<file path="config.mk">
export PLATFORM = sky130hd
export DESIGN_NAME = ram_arb_flat
export DESIGN_NICKNAME = d
export VERILOG_FILES = /design/src/rtl/ram_arb_if.sv /design/src/rtl/ram_arb.sv /design/src/flat_wrapper.sv
export SDC_FILE = /design/constraint.sdc
export NUM_CORES = 1
export LEC_CHECK = 0
export CAP_MARGIN = 20
export CELL_PAD_IN_SITES_DETAIL_PLACEMENT = 0
export CELL_PAD_IN_SITES_GLOBAL_PLACEMENT = 2
export CORE_UTILIZATION = 19
export CTS_CLUSTER_DIAMETER = 60
export DETAILED_ROUTE_END_ITERATION = 12
export HOLD_SLACK_MARGIN = 0.12
export PLACE_DENSITY_LB_ADDON = 0.25
export SLEW_MARGIN = 10
export SYNTH_ARGS = -nofsm -noshare
export SYNTH_HDL_FRONTEND = slang
export SYNTH_SLANG_ARGS = --single-unit
</file>
<file path="constraint.sdc">
create_clock -name clk -period 2.3 [get_ports clk]
set_input_delay 0.345 -clock clk [delete_from_list [all_inputs] [get_ports clk]]
set_output_delay 0.345 -clock clk [all_outputs]
set_load 0.01 [all_outputs]
</file>
<file path="src/rtl/ram_arb_if.sv">
// ----------------------------------------------------------------------------
// ram_arb_if : one master's request/response bundle toward the RAM arbiter
// Rev 1.0
// ----------------------------------------------------------------------------
`default_nettype none

interface ram_arb_if #(
   parameter int AW = 10,
   parameter int DW = 32
);
   logic          req;
   logic          we;
   logic [3:0]    be;
   logic [AW-1:0] addr;
   logic [DW-1:0] wdata;
   logic          gnt;
   logic          rvalid;
   logic [DW-1:0] rdata;

   modport master (
      output req, we, be, addr, wdata,
      input  gnt, rvalid, rdata
   );

   modport slave (
      input  req, we, be, addr, wdata,
      output gnt, rvalid, rdata
   );
endinterface

`default_nettype wire

</file>
<file path="src/rtl/ram_arb.sv">
// ----------------------------------------------------------------------------
// ram_arb : two-master round-robin arbiter for a 1R1W RAM with byte-lane RMW
// Rev 1.0
// ----------------------------------------------------------------------------
`default_nettype none

module ram_arb #(
   parameter int AW = 10,
   parameter int DW = 32
) (
   input  wire           clk,
   input  wire           rst_n,
   ram_arb_if.slave      m0,
   ram_arb_if.slave      m1,
   output logic          ram_we,
   output logic [AW-1:0] ram_waddr,
   output logic [DW-1:0] ram_wdata,
   output logic          ram_re,
   output logic [AW-1:0] ram_raddr,
   input  wire  [DW-1:0] ram_rdata,
   output logic          busy
);

   typedef enum logic [0:0] {
      IDLE   = 1'b0,
      RMW_WR = 1'b1
   } state_t;

   state_t        state_q, state_d;
   logic          last_q, last_d;
   logic          rvalid0_q, rvalid0_d;
   logic          rvalid1_q, rvalid1_d;
   logic [AW-1:0] cap_addr_q, cap_addr_d;
   logic [DW-1:0] cap_wdata_q, cap_wdata_d;
   logic [3:0]    cap_be_q, cap_be_d;

   logic          sel;
   logic          gnt0, gnt1;
   logic          req_we;
   logic [3:0]    req_be;
   logic [AW-1:0] req_addr;
   logic [DW-1:0] req_wdata;

   always_comb begin
      state_d     = state_q;
      last_d      = last_q;
      rvalid0_d   = 1'b0;
      rvalid1_d   = 1'b0;
      cap_addr_d  = cap_addr_q;
      cap_wdata_d = cap_wdata_q;
      cap_be_d    = cap_be_q;
      gnt0        = 1'b0;
      gnt1        = 1'b0;
      ram_we      = 1'b0;
      ram_waddr   = '0;
      ram_wdata   = '0;
      ram_re      = 1'b0;
      ram_raddr   = '0;

      // last_q=1 means m1 won most recently, so a tie then goes to m0
      sel       = (m0.req && m1.req) ? ~last_q : m1.req;
      req_we    = sel ? m1.we    : m0.we;
      req_be    = sel ? m1.be    : m0.be;
      req_addr  = sel ? m1.addr  : m0.addr;
      req_wdata = sel ? m1.wdata : m0.wdata;

      case (state_q)
         IDLE: begin
            if (m0.req || m1.req) begin
               gnt0   = ~sel;
               gnt1   = sel;
               last_d = sel;
               if (!req_we) begin
                  ram_re    = 1'b1;
                  ram_raddr = req_addr;
                  rvalid0_d = ~sel;
                  rvalid1_d = sel;
               end else if (req_be == 4'hF) begin
                  ram_we    = 1'b1;
                  ram_waddr = req_addr;
                  ram_wdata = req_wdata;
               end else if (req_be != 4'h0) begin
                  // Fetch the old word now; the merged word is written next cycle
                  ram_re      = 1'b1;
                  ram_raddr   = req_addr;
                  cap_addr_d  = req_addr;
                  cap_wdata_d = req_wdata;
                  cap_be_d    = req_be;
                  state_d     = RMW_WR;
               end
            end
         end
         RMW_WR: begin
            ram_we    = 1'b1;
            ram_waddr = cap_addr_q;
            for (int i = 0; i < 4; i++) begin
               ram_wdata[8*i +: 8] = cap_be_q[i] ? cap_wdata_q[8*i +: 8] : ram_rdata[8*i +: 8];
            end
            state_d = IDLE;
         end
         default: state_d = IDLE;
      endcase
   end

   always_ff @(posedge clk or negedge rst_n) begin
      if (!rst_n) begin
         state_q     <= IDLE;
         last_q      <= 1'b1;
         rvalid0_q   <= 1'b0;
         rvalid1_q   <= 1'b0;
         cap_addr_q  <= '0;
         cap_wdata_q <= '0;
         cap_be_q    <= '0;
      end else begin
         state_q     <= state_d;
         last_q      <= last_d;
         rvalid0_q   <= rvalid0_d;
         rvalid1_q   <= rvalid1_d;
         cap_addr_q  <= cap_addr_d;
         cap_wdata_q <= cap_wdata_d;
         cap_be_q    <= cap_be_d;
      end
   end

   assign m0.gnt    = gnt0;
   assign m1.gnt    = gnt1;
   assign m0.rvalid = rvalid0_q;
   assign m1.rvalid = rvalid1_q;
   assign m0.rdata  = rvalid0_q ? ram_rdata : '0;
   assign m1.rdata  = rvalid1_q ? ram_rdata : '0;
   assign busy      = (state_q == RMW_WR);

endmodule

`default_nettype wire

</file>
<file path="src/flat_wrapper.sv">
// flat-port wrapper written by rule: the top's interface ports become plain ports
module ram_arb_flat 
#(
   parameter int AW = 10,
   parameter int DW = 32
)
  (clk, rst_n, ram_we, ram_waddr, ram_wdata, ram_re, ram_raddr, ram_rdata, busy, m0_req, m0_we, m0_be, m0_addr, m0_wdata, m0_gnt, m0_rvalid, m0_rdata, m1_req, m1_we, m1_be, m1_addr, m1_wdata, m1_gnt, m1_rvalid, m1_rdata);
  ram_arb_if #(.AW(AW), .DW(DW)) m0_i ();
  ram_arb_if #(.AW(AW), .DW(DW)) m1_i ();
  input  wire clk;
  input  wire rst_n;
  output logic ram_we;
  output logic [AW-1:0] ram_waddr;
  output logic [DW-1:0] ram_wdata;
  output logic ram_re;
  output logic [AW-1:0] ram_raddr;
  input  wire  [DW-1:0] ram_rdata;
  output logic busy;
  input wire logic [$bits(m0_i.req)-1:0] m0_req;
  input wire logic [$bits(m0_i.we)-1:0] m0_we;
  input wire logic [$bits(m0_i.be)-1:0] m0_be;
  input wire logic [$bits(m0_i.addr)-1:0] m0_addr;
  input wire logic [$bits(m0_i.wdata)-1:0] m0_wdata;
  output wire logic [$bits(m0_i.gnt)-1:0] m0_gnt;
  output wire logic [$bits(m0_i.rvalid)-1:0] m0_rvalid;
  output wire logic [$bits(m0_i.rdata)-1:0] m0_rdata;
  input wire logic [$bits(m1_i.req)-1:0] m1_req;
  input wire logic [$bits(m1_i.we)-1:0] m1_we;
  input wire logic [$bits(m1_i.be)-1:0] m1_be;
  input wire logic [$bits(m1_i.addr)-1:0] m1_addr;
  input wire logic [$bits(m1_i.wdata)-1:0] m1_wdata;
  output wire logic [$bits(m1_i.gnt)-1:0] m1_gnt;
  output wire logic [$bits(m1_i.rvalid)-1:0] m1_rvalid;
  output wire logic [$bits(m1_i.rdata)-1:0] m1_rdata;
  assign m0_i.req = m0_req;
  assign m0_i.we = m0_we;
  assign m0_i.be = m0_be;
  assign m0_i.addr = m0_addr;
  assign m0_i.wdata = m0_wdata;
  assign m0_gnt = m0_i.gnt;
  assign m0_rvalid = m0_i.rvalid;
  assign m0_rdata = m0_i.rdata;
  assign m1_i.req = m1_req;
  assign m1_i.we = m1_we;
  assign m1_i.be = m1_be;
  assign m1_i.addr = m1_addr;
  assign m1_i.wdata = m1_wdata;
  assign m1_gnt = m1_i.gnt;
  assign m1_rvalid = m1_i.rvalid;
  assign m1_rdata = m1_i.rdata;
  ram_arb #(.AW(AW), .DW(DW)) u_core (.clk(clk), .rst_n(rst_n), .m0(m0_i), .m1(m1_i), .ram_we(ram_we), .ram_waddr(ram_waddr), .ram_wdata(ram_wdata), .ram_re(ram_re), .ram_raddr(ram_raddr), .ram_rdata(ram_rdata), .busy(busy));
endmodule
</file>
# == Yosys cells after proc, flatten, opt, wreduce, memory -nomap -nowiden ==
# Index checks and enable logic that the tools add are counted.
# word_totals
ff_bits,50
input_bits,130
wordCells,63
# classes
eq_ne,1
n_mux,46
bitwise_logic,4
n_reduce_logical,5
# ops
cell,n
two-way mux 32 bit,6
two-way mux 10 bit,9
one-hot mux 32 bit (2 select lines),1
two-way mux 8 bit,4
two-way mux 1 bit,22
one-hot mux 10 bit (2 select lines),1
AND reduction 5 bit,1
== test 4 bit (second input constant),1
two-way mux 4 bit,1
NOT 1 bit,4
one-hot mux 1 bit (2 select lines),2
nonzero test 4 bit,1
AND reduction 2 bit,1
logical AND 1 bit,1
logical OR 1 bit,1

# == Logic depth before layout (Yosys ltp) ==
# Gate-level depths: netlist of the first run.
# logic_depth
depth_word,9
depth_mapped,7
ltp_nobuf,4

# == Worst setup path before layout of the first run ==
# No wires, ideal clock.
# synth_path
path_kind,reg-to-output
from,reg u_core.last_q
to,out ram_raddr[0]
t_arrival_ps,1672
slack_ps,283
path_stages_with_launch,7
path_cell_list,dfstp_2 > a21bo_1 > buf_4 > a211oi_1 > or4_1 > buf_2 > nor2_1
# synth_via
elab_chain_cells,9
elab_cells_between_ends,12
classes_between,eq/ne: 1; mux: 9; bitwise: 1; reduce/logical: 1
# synth_lines
element,line_no,rtl
"start, declared",ram_arb.sv:30,"logic last_q, last_d;"
"start signal, assigned",ram_arb.sv:116,last_q <= last_d;
NOT 1 bit *,ram_arb.sv:61,sel = (m0.req && m1.req) ? ~last_q : m1.req;
two-way mux 1 bit *,ram_arb.sv:61,
two-way mux 4 bit,ram_arb.sv:63,req_be = sel ? m1.be : m0.be;
nonzero test 4 bit,ram_arb.sv:82,end else if (req_be != 4'h0) begin
two-way mux 10 bit,ram_arb.sv:82,
two-way mux 10 bit,ram_arb.sv:78,end else if (req_be == 4'hF) begin
two-way mux 10 bit *,ram_arb.sv:73,if (!req_we) begin
two-way mux 10 bit *,ram_arb.sv:69,if (m0.req || m1.req) begin
two-way mux 10 bit *,ram_arb.sv:67,case (state_q)
"end, declared",flat_wrapper.sv:16,output logic [AW-1:0] ram_raddr;
# Every way passes the cells marked *; elsewhere a longest branch is shown, timed or not.

# == Worst setup path in the final report of the first run ==
# layout_path
from,reg u_core.last_q
to,out ram_wdata[1]
# layout_via
elab_chain_cells,8
elab_cells_between_ends,10
classes_between,eq/ne: 1; mux: 8; bitwise: 1
# layout_lines
element,line_no,rtl
NOT 1 bit *,ram_arb.sv:61,
two-way mux 1 bit *,ram_arb.sv:61,
two-way mux 4 bit,ram_arb.sv:63,
== test 4 bit,ram_arb.sv:78,
two-way mux 32 bit,ram_arb.sv:78,
two-way mux 32 bit *,ram_arb.sv:73,
two-way mux 32 bit *,ram_arb.sv:69,
one-hot mux 32 bit (2 select lines) *,ram_arb.sv:67,
"end, declared",flat_wrapper.sv:14,output logic [DW-1:0] ram_wdata;
# Marks and branches as above.

==> metrics.md, run 1 <==
| Metric | Value |
|---|---|
| Global routing met2 resource utilization | `roughly a quarter` |
| Post-route insts no fill | `around 1000` |
| Highest net fanout along the worst path | `5` |
| Worst-case headroom to the max-slew limit | `about 64%` |
| Post-detailed-route via-to-cell ratio | `about 4.2` |
| Half-perimeter wire length after detailed placement | `around 11000 µm` |
| Floorplan die area | `about 0.020 mm²` |
| Placeable core region | `between 0.015 and 0.02 mm²` |
| Number of fill cells | `1884` |
| Critical path buffers and inverters | `6` |
| Leading cell type in the layout, fill and taps excluded | `sky130_fd_sc_hd__clkdlybuf4s50_1` |
| Via count of the first global-routing pass | `around 4.3k` |
| Clock transition at the registers of the reported paths | `approximately 70 ps` |
| Met3 track demand over resource in global routing | `4.71%` |
| Library cell used as clock root buffer | `sky130_fd_sc_hd__clkbuf_16` |
| First-pass GRT wire length | `roughly 24000 µm` |
| Worst Setup Slack post-DPL | `-589 ps` |
| Total Routed Length | `around 17000 µm` |
| Detailed Route Iter0 Violations | `between 90 and 100` |
| Die extent in y | `142 µm` |
| Post-synthesis cell type with the largest combined area | `sky130_fd_sc_hd__dfrtp_1` |
| Worst Setup Slack, final | `-118 ps` |
| Count of cell types in the netlist | `30` |
| Number of buffers added by the clock tree synthesis step | `5` |
| CP max-delay cell | `sky130_fd_sc_hd__dfstp_2` |
| Synthesized-area fraction occupied by xor and xnor cells | `0%` |
| # DRC | `0` |
| Number of levels in the clock H-tree | `2` |
| Number of flops mapped to enable cells by yosys | `0` |
| Clock buffer depth | `2` |
| Final period demand of the worst path | `between 2000 and 2500 ps` |
| Ys Warns | `0` |
| Met1 Resource Use GR | `18.7%` |
| Cell breakdown of the critical path | `buf_6 -> a21boi_4 -> buf_6 -> buf_4 -> buf_6 -> clkbuf_16 -> mux2i_4 -> o22ai_4 -> buf_6` |
| # setup viols final | `95` |
| Routing layer with the top usage in global route | `met2` |
| Avg Cell Area, Syn | `between 9 and 10 µm²` |
| Final period util | `105%` |
| Depth of the critical timing path with buffers and inverters included | `9` |
| Worst-skew pair later-pin latency | `300 ps` |
| Count of clock tree sinks | `50` |
| Setup repair after global routing missed its margin | `true` |
| WL/cell | `16.6 µm` |
| Maximum ir drop on the vdd rail | `between 0.4 and 0.5 mV` |
| PortBufs | `approximately 250` |
| Vias after detailed routing | `4232` |
| Fraction of synthesized area in multiplexers | `between 30% and 40%` |
| Sequential cell area fraction in the yosys report | `approximately a third` |
| Ranking of synthesized cells by area | `sky130_fd_sc_hd__dfrtp_1 (33%), sky130_fd_sc_hd__mux2i_1 (31%), sky130_fd_sc_hd__and2_1 (11%)` |
| Syn Std Cell Area | `0.00373 mm²` |
| Combinational family with the most area after synthesis | `multiplexers` |
| Maximum number of pins on one net before global-route repair | `between 40 and 50` |
| Run status | `complete, but fails checks` |
| Core Rows | `50` |
| Number of cells on the worst reg-to-reg path | `11` |
| Congestion Overflow GR | `0` |
| Tot GR Track Use | `~15%` |
| Sort of element at the start of the critical path | `register` |
| Required time at the worst-slack endpoint | `1960 ps` |
| Largest incremental delay on the critical path | `roughly 550 ps` |
| Top-level I/O count | `253` |
| Simple-gate area share of the yosys netlist | `between 10% and 20%` |
| Final #Nets | `about 860` |
| Fraction of layout cells with a size suffix above 1 | `31.4%` |
| Antenna-violating nets left | `0` |
| Total power density per cell area | `about 680 mW/mm²` |
| Async set or reset register ratio after synthesis | `100%` |
| Area fraction of the dominant cell type after synthesis | `roughly a third` |
| First-pass DRT Iterations | `4` |
| Least-Margin Pin Slew | `approximately 550 ps` |
| Total Power | `5.39 mW` |
| Number of max-slew violations in the final report | `0` |
| Number of antenna violations at the first check in global routing | `3` |
| Crit end category | `output pin` |
| Total instance count after detailed placement | `~960` |
| Number of hold-slack violations in the final timing report | `0` |
| Share of synthesized cell area in full adder, half adder and majority cells | `0%` |
| Predominant post-synthesis flop cell | `sky130_fd_sc_hd__dfrtp_1` |
| Growth of design area from synthesis to finish | `112%` |
| FMAX | `414 MHz` |
| Delay-heaviest family, CP | `buffers and inverters` |
| Net count of the mapped netlist | `about 530` |
| Seq cells post-synth | `50` |
| Data arrival at the endpoint of the critical path | `~2100 ps` |
| CP dominant cell by count | `sky130_fd_sc_hd__buf_6` |
| Worst Skew | `approximately 5.7 ps` |
| DIE WIDTH | `142 µm` |
| Critical path class | `reg -> out` |
| Clock tree from TritonCTS | `done` |
| Highest-count cells in the layout ignoring fill and taps | `sky130_fd_sc_hd__clkdlybuf4s50_1 (186), sky130_fd_sc_hd__mux2i_1 (82), sky130_fd_sc_hd__buf_4 (71)` |
| Post-synthesis instance total | `401` |
| Synthesized-area fraction occupied by ao, oa, aoi and oai cells | `under 10%` |
| Number of cells on the worst hold path | `4` |
| Routability-driven placement congestion ratio | `0.693` |
| Initial cell density of the core | `between 10% and 20%` |
| Maxcap violations | `0` |
| Hold crit path type | `in -> reg` |
| Violations in the final reports | `setup timing` |
| Reported leakage power | `~3.5 nW` |
worst paths after layout:
path	start	to	slack, ps
worst max-delay path	u_core.last_q	ram_wdata[1]	-120
worst min-delay path	m0_be[1]	u_core.cap_be_q[1]	450
worst min register to register	u_core.cap_wdata_q[26]	u_core.cap_wdata_q[26]	520
min in group asynchronous	rst_n	u_core.cap_wdata_q[26]	560
worst max register to register	u_core.last_q	u_core.cap_be_q[2]	-100
max in group asynchronous	rst_n	u_core.last_q	1020
what timing repair did:
action / 4_1_cts / 5_1_grt
cloned: 2 / 7
setup buffers: 14 / 11
endpoints found under the setup margin: 56 / 111
resized for setup: 280 / 54
hold buffers: 1 / 0
endpoints found under the hold margin: 20 / 0
pin swaps: 14 / 14
metal layers:
layer,part of all wire (%),wire length [µm]
met1,43,7140
met2,49,8120
met3,7.1,1180
met4,0.72,119
met5,0,0
report_power, final:
part           internal [mW]  switching [mW]
clock                  0.510           0.348
sequential              1.31           0.359
combinational           1.64            1.23
total                   3.45            1.94
per-stage QoR:
stage / TNS (ps) / util [%] / hold slack (ps) / area (µm²)
after floorplan: 0 / - / 49.4 / 3730
after global placement: -37970 / 37.4 / 368 / 7080
after detailed placement: -39880 / 37.4 / 373 / 7080
after CTS: -5920 / 40.1 / 481 / 7610
after global routing: -11210 / 41.7 / 516 / 7900
final: -5710 / 41.7 / 454 / 7910
cell families (layout without fill, tap and decap cells):
logic type | Yosys count | count (layout)
other cells | 0 | 3
flops | 50 | 50
compound gates | 51 | 51
mux | 121 | 121
buf+inv | 77 | 410
simple gates | 102 | 103
flip-flops by register name (all words and copies together) (netlist names):
name and count:
u_core.cap_be_q 4, u_core.cap_wdata_q 32, u_core.cap_addr_q 10, u_core.busy 1
u_core.m0.rvalid 1, u_core.m1.rvalid 1, u_core.last_q 1
cell usage after synthesis (2+ instances only):
| library cell | n |
|---|---|
| sky130_fd_sc_hd__mux2i_1 | 117 |
| sky130_fd_sc_hd__and2_1 | 64 |
| sky130_fd_sc_hd__dfrtp_1 | 49 |
| sky130_fd_sc_hd__inv_1 | 44 |
| sky130_fd_sc_hd__o22ai_1 | 42 |
| sky130_fd_sc_hd__nand2_1 | 14 |
| sky130_fd_sc_hd__nor2_1 | 12 |
| sky130_fd_sc_hd__clkbuf_1 | 11 |
| sky130_fd_sc_hd__buf_2 | 8 |
| sky130_fd_sc_hd__buf_1 | 4 |
| sky130_fd_sc_hd__buf_4 | 4 |
| sky130_fd_sc_hd__buf_6 | 4 |
| sky130_fd_sc_hd__mux2_1 | 4 |
| sky130_fd_sc_hd__or4_1 | 3 |
| sky130_fd_sc_hd__a211oi_1 | 2 |
| sky130_fd_sc_hd__inv_2 | 2 |
| sky130_fd_sc_hd__nand3_1 | 2 |
| sky130_fd_sc_hd__nand4_1 | 2 |
| sky130_fd_sc_hd__nor3_1 | 2 |
layout make-up:
cell class / count / area (µm²) / area share [%]
diodes: 3 / 7.51 / 0.0950
clock buffers: 5 / 125 / 1.58
clock inverters: 3 / 40.0 / 0.506
inverters: 46 / 173 / 2.18
multi-input cells: 275 / 2620 / 33.1
flip-flops and latches: 50 / 1250 / 15.9
well taps: 260 / 325 / 4.11
repair buffers: 356 / 3370 / 42.6
worst reg2reg max path, stage by stage (launching register included):
cell	delay, ps
sky130_fd_sc_hd__dfstp_2	550
sky130_fd_sc_hd__buf_6	110
sky130_fd_sc_hd__a21boi_4	60
sky130_fd_sc_hd__buf_6	130
sky130_fd_sc_hd__buf_4	130
sky130_fd_sc_hd__buf_6	120
sky130_fd_sc_hd__clkbuf_16	160
sky130_fd_sc_hd__buf_4	140
sky130_fd_sc_hd__a32oi_1	310
sky130_fd_sc_hd__a211oi_4	80
sky130_fd_sc_hd__buf_6	170
sky130_fd_sc_hd__mux2_1	310
No activity file was read; power rests on OpenSTA's default activity.
==> run 2: changes to the inputs <==
--- a/config.mk
+++ b/config.mk
@@ -5,11 +5,10 @@
 export SDC_FILE = /design/constraint.sdc
 export NUM_CORES = 1
 export LEC_CHECK = 0
-export CAP_MARGIN = 20
 export CELL_PAD_IN_SITES_DETAIL_PLACEMENT = 0
 export CELL_PAD_IN_SITES_GLOBAL_PLACEMENT = 2
 export CORE_UTILIZATION = 19
-export CTS_CLUSTER_DIAMETER = 60
+export CTS_CLUSTER_DIAMETER = 100
 export DETAILED_ROUTE_END_ITERATION = 12
 export HOLD_SLACK_MARGIN = 0.12
 export PLACE_DENSITY_LB_ADDON = 0.25
==> results of run 2 <==
No change in the layout: final DEF, timing and power equal those of run 1.
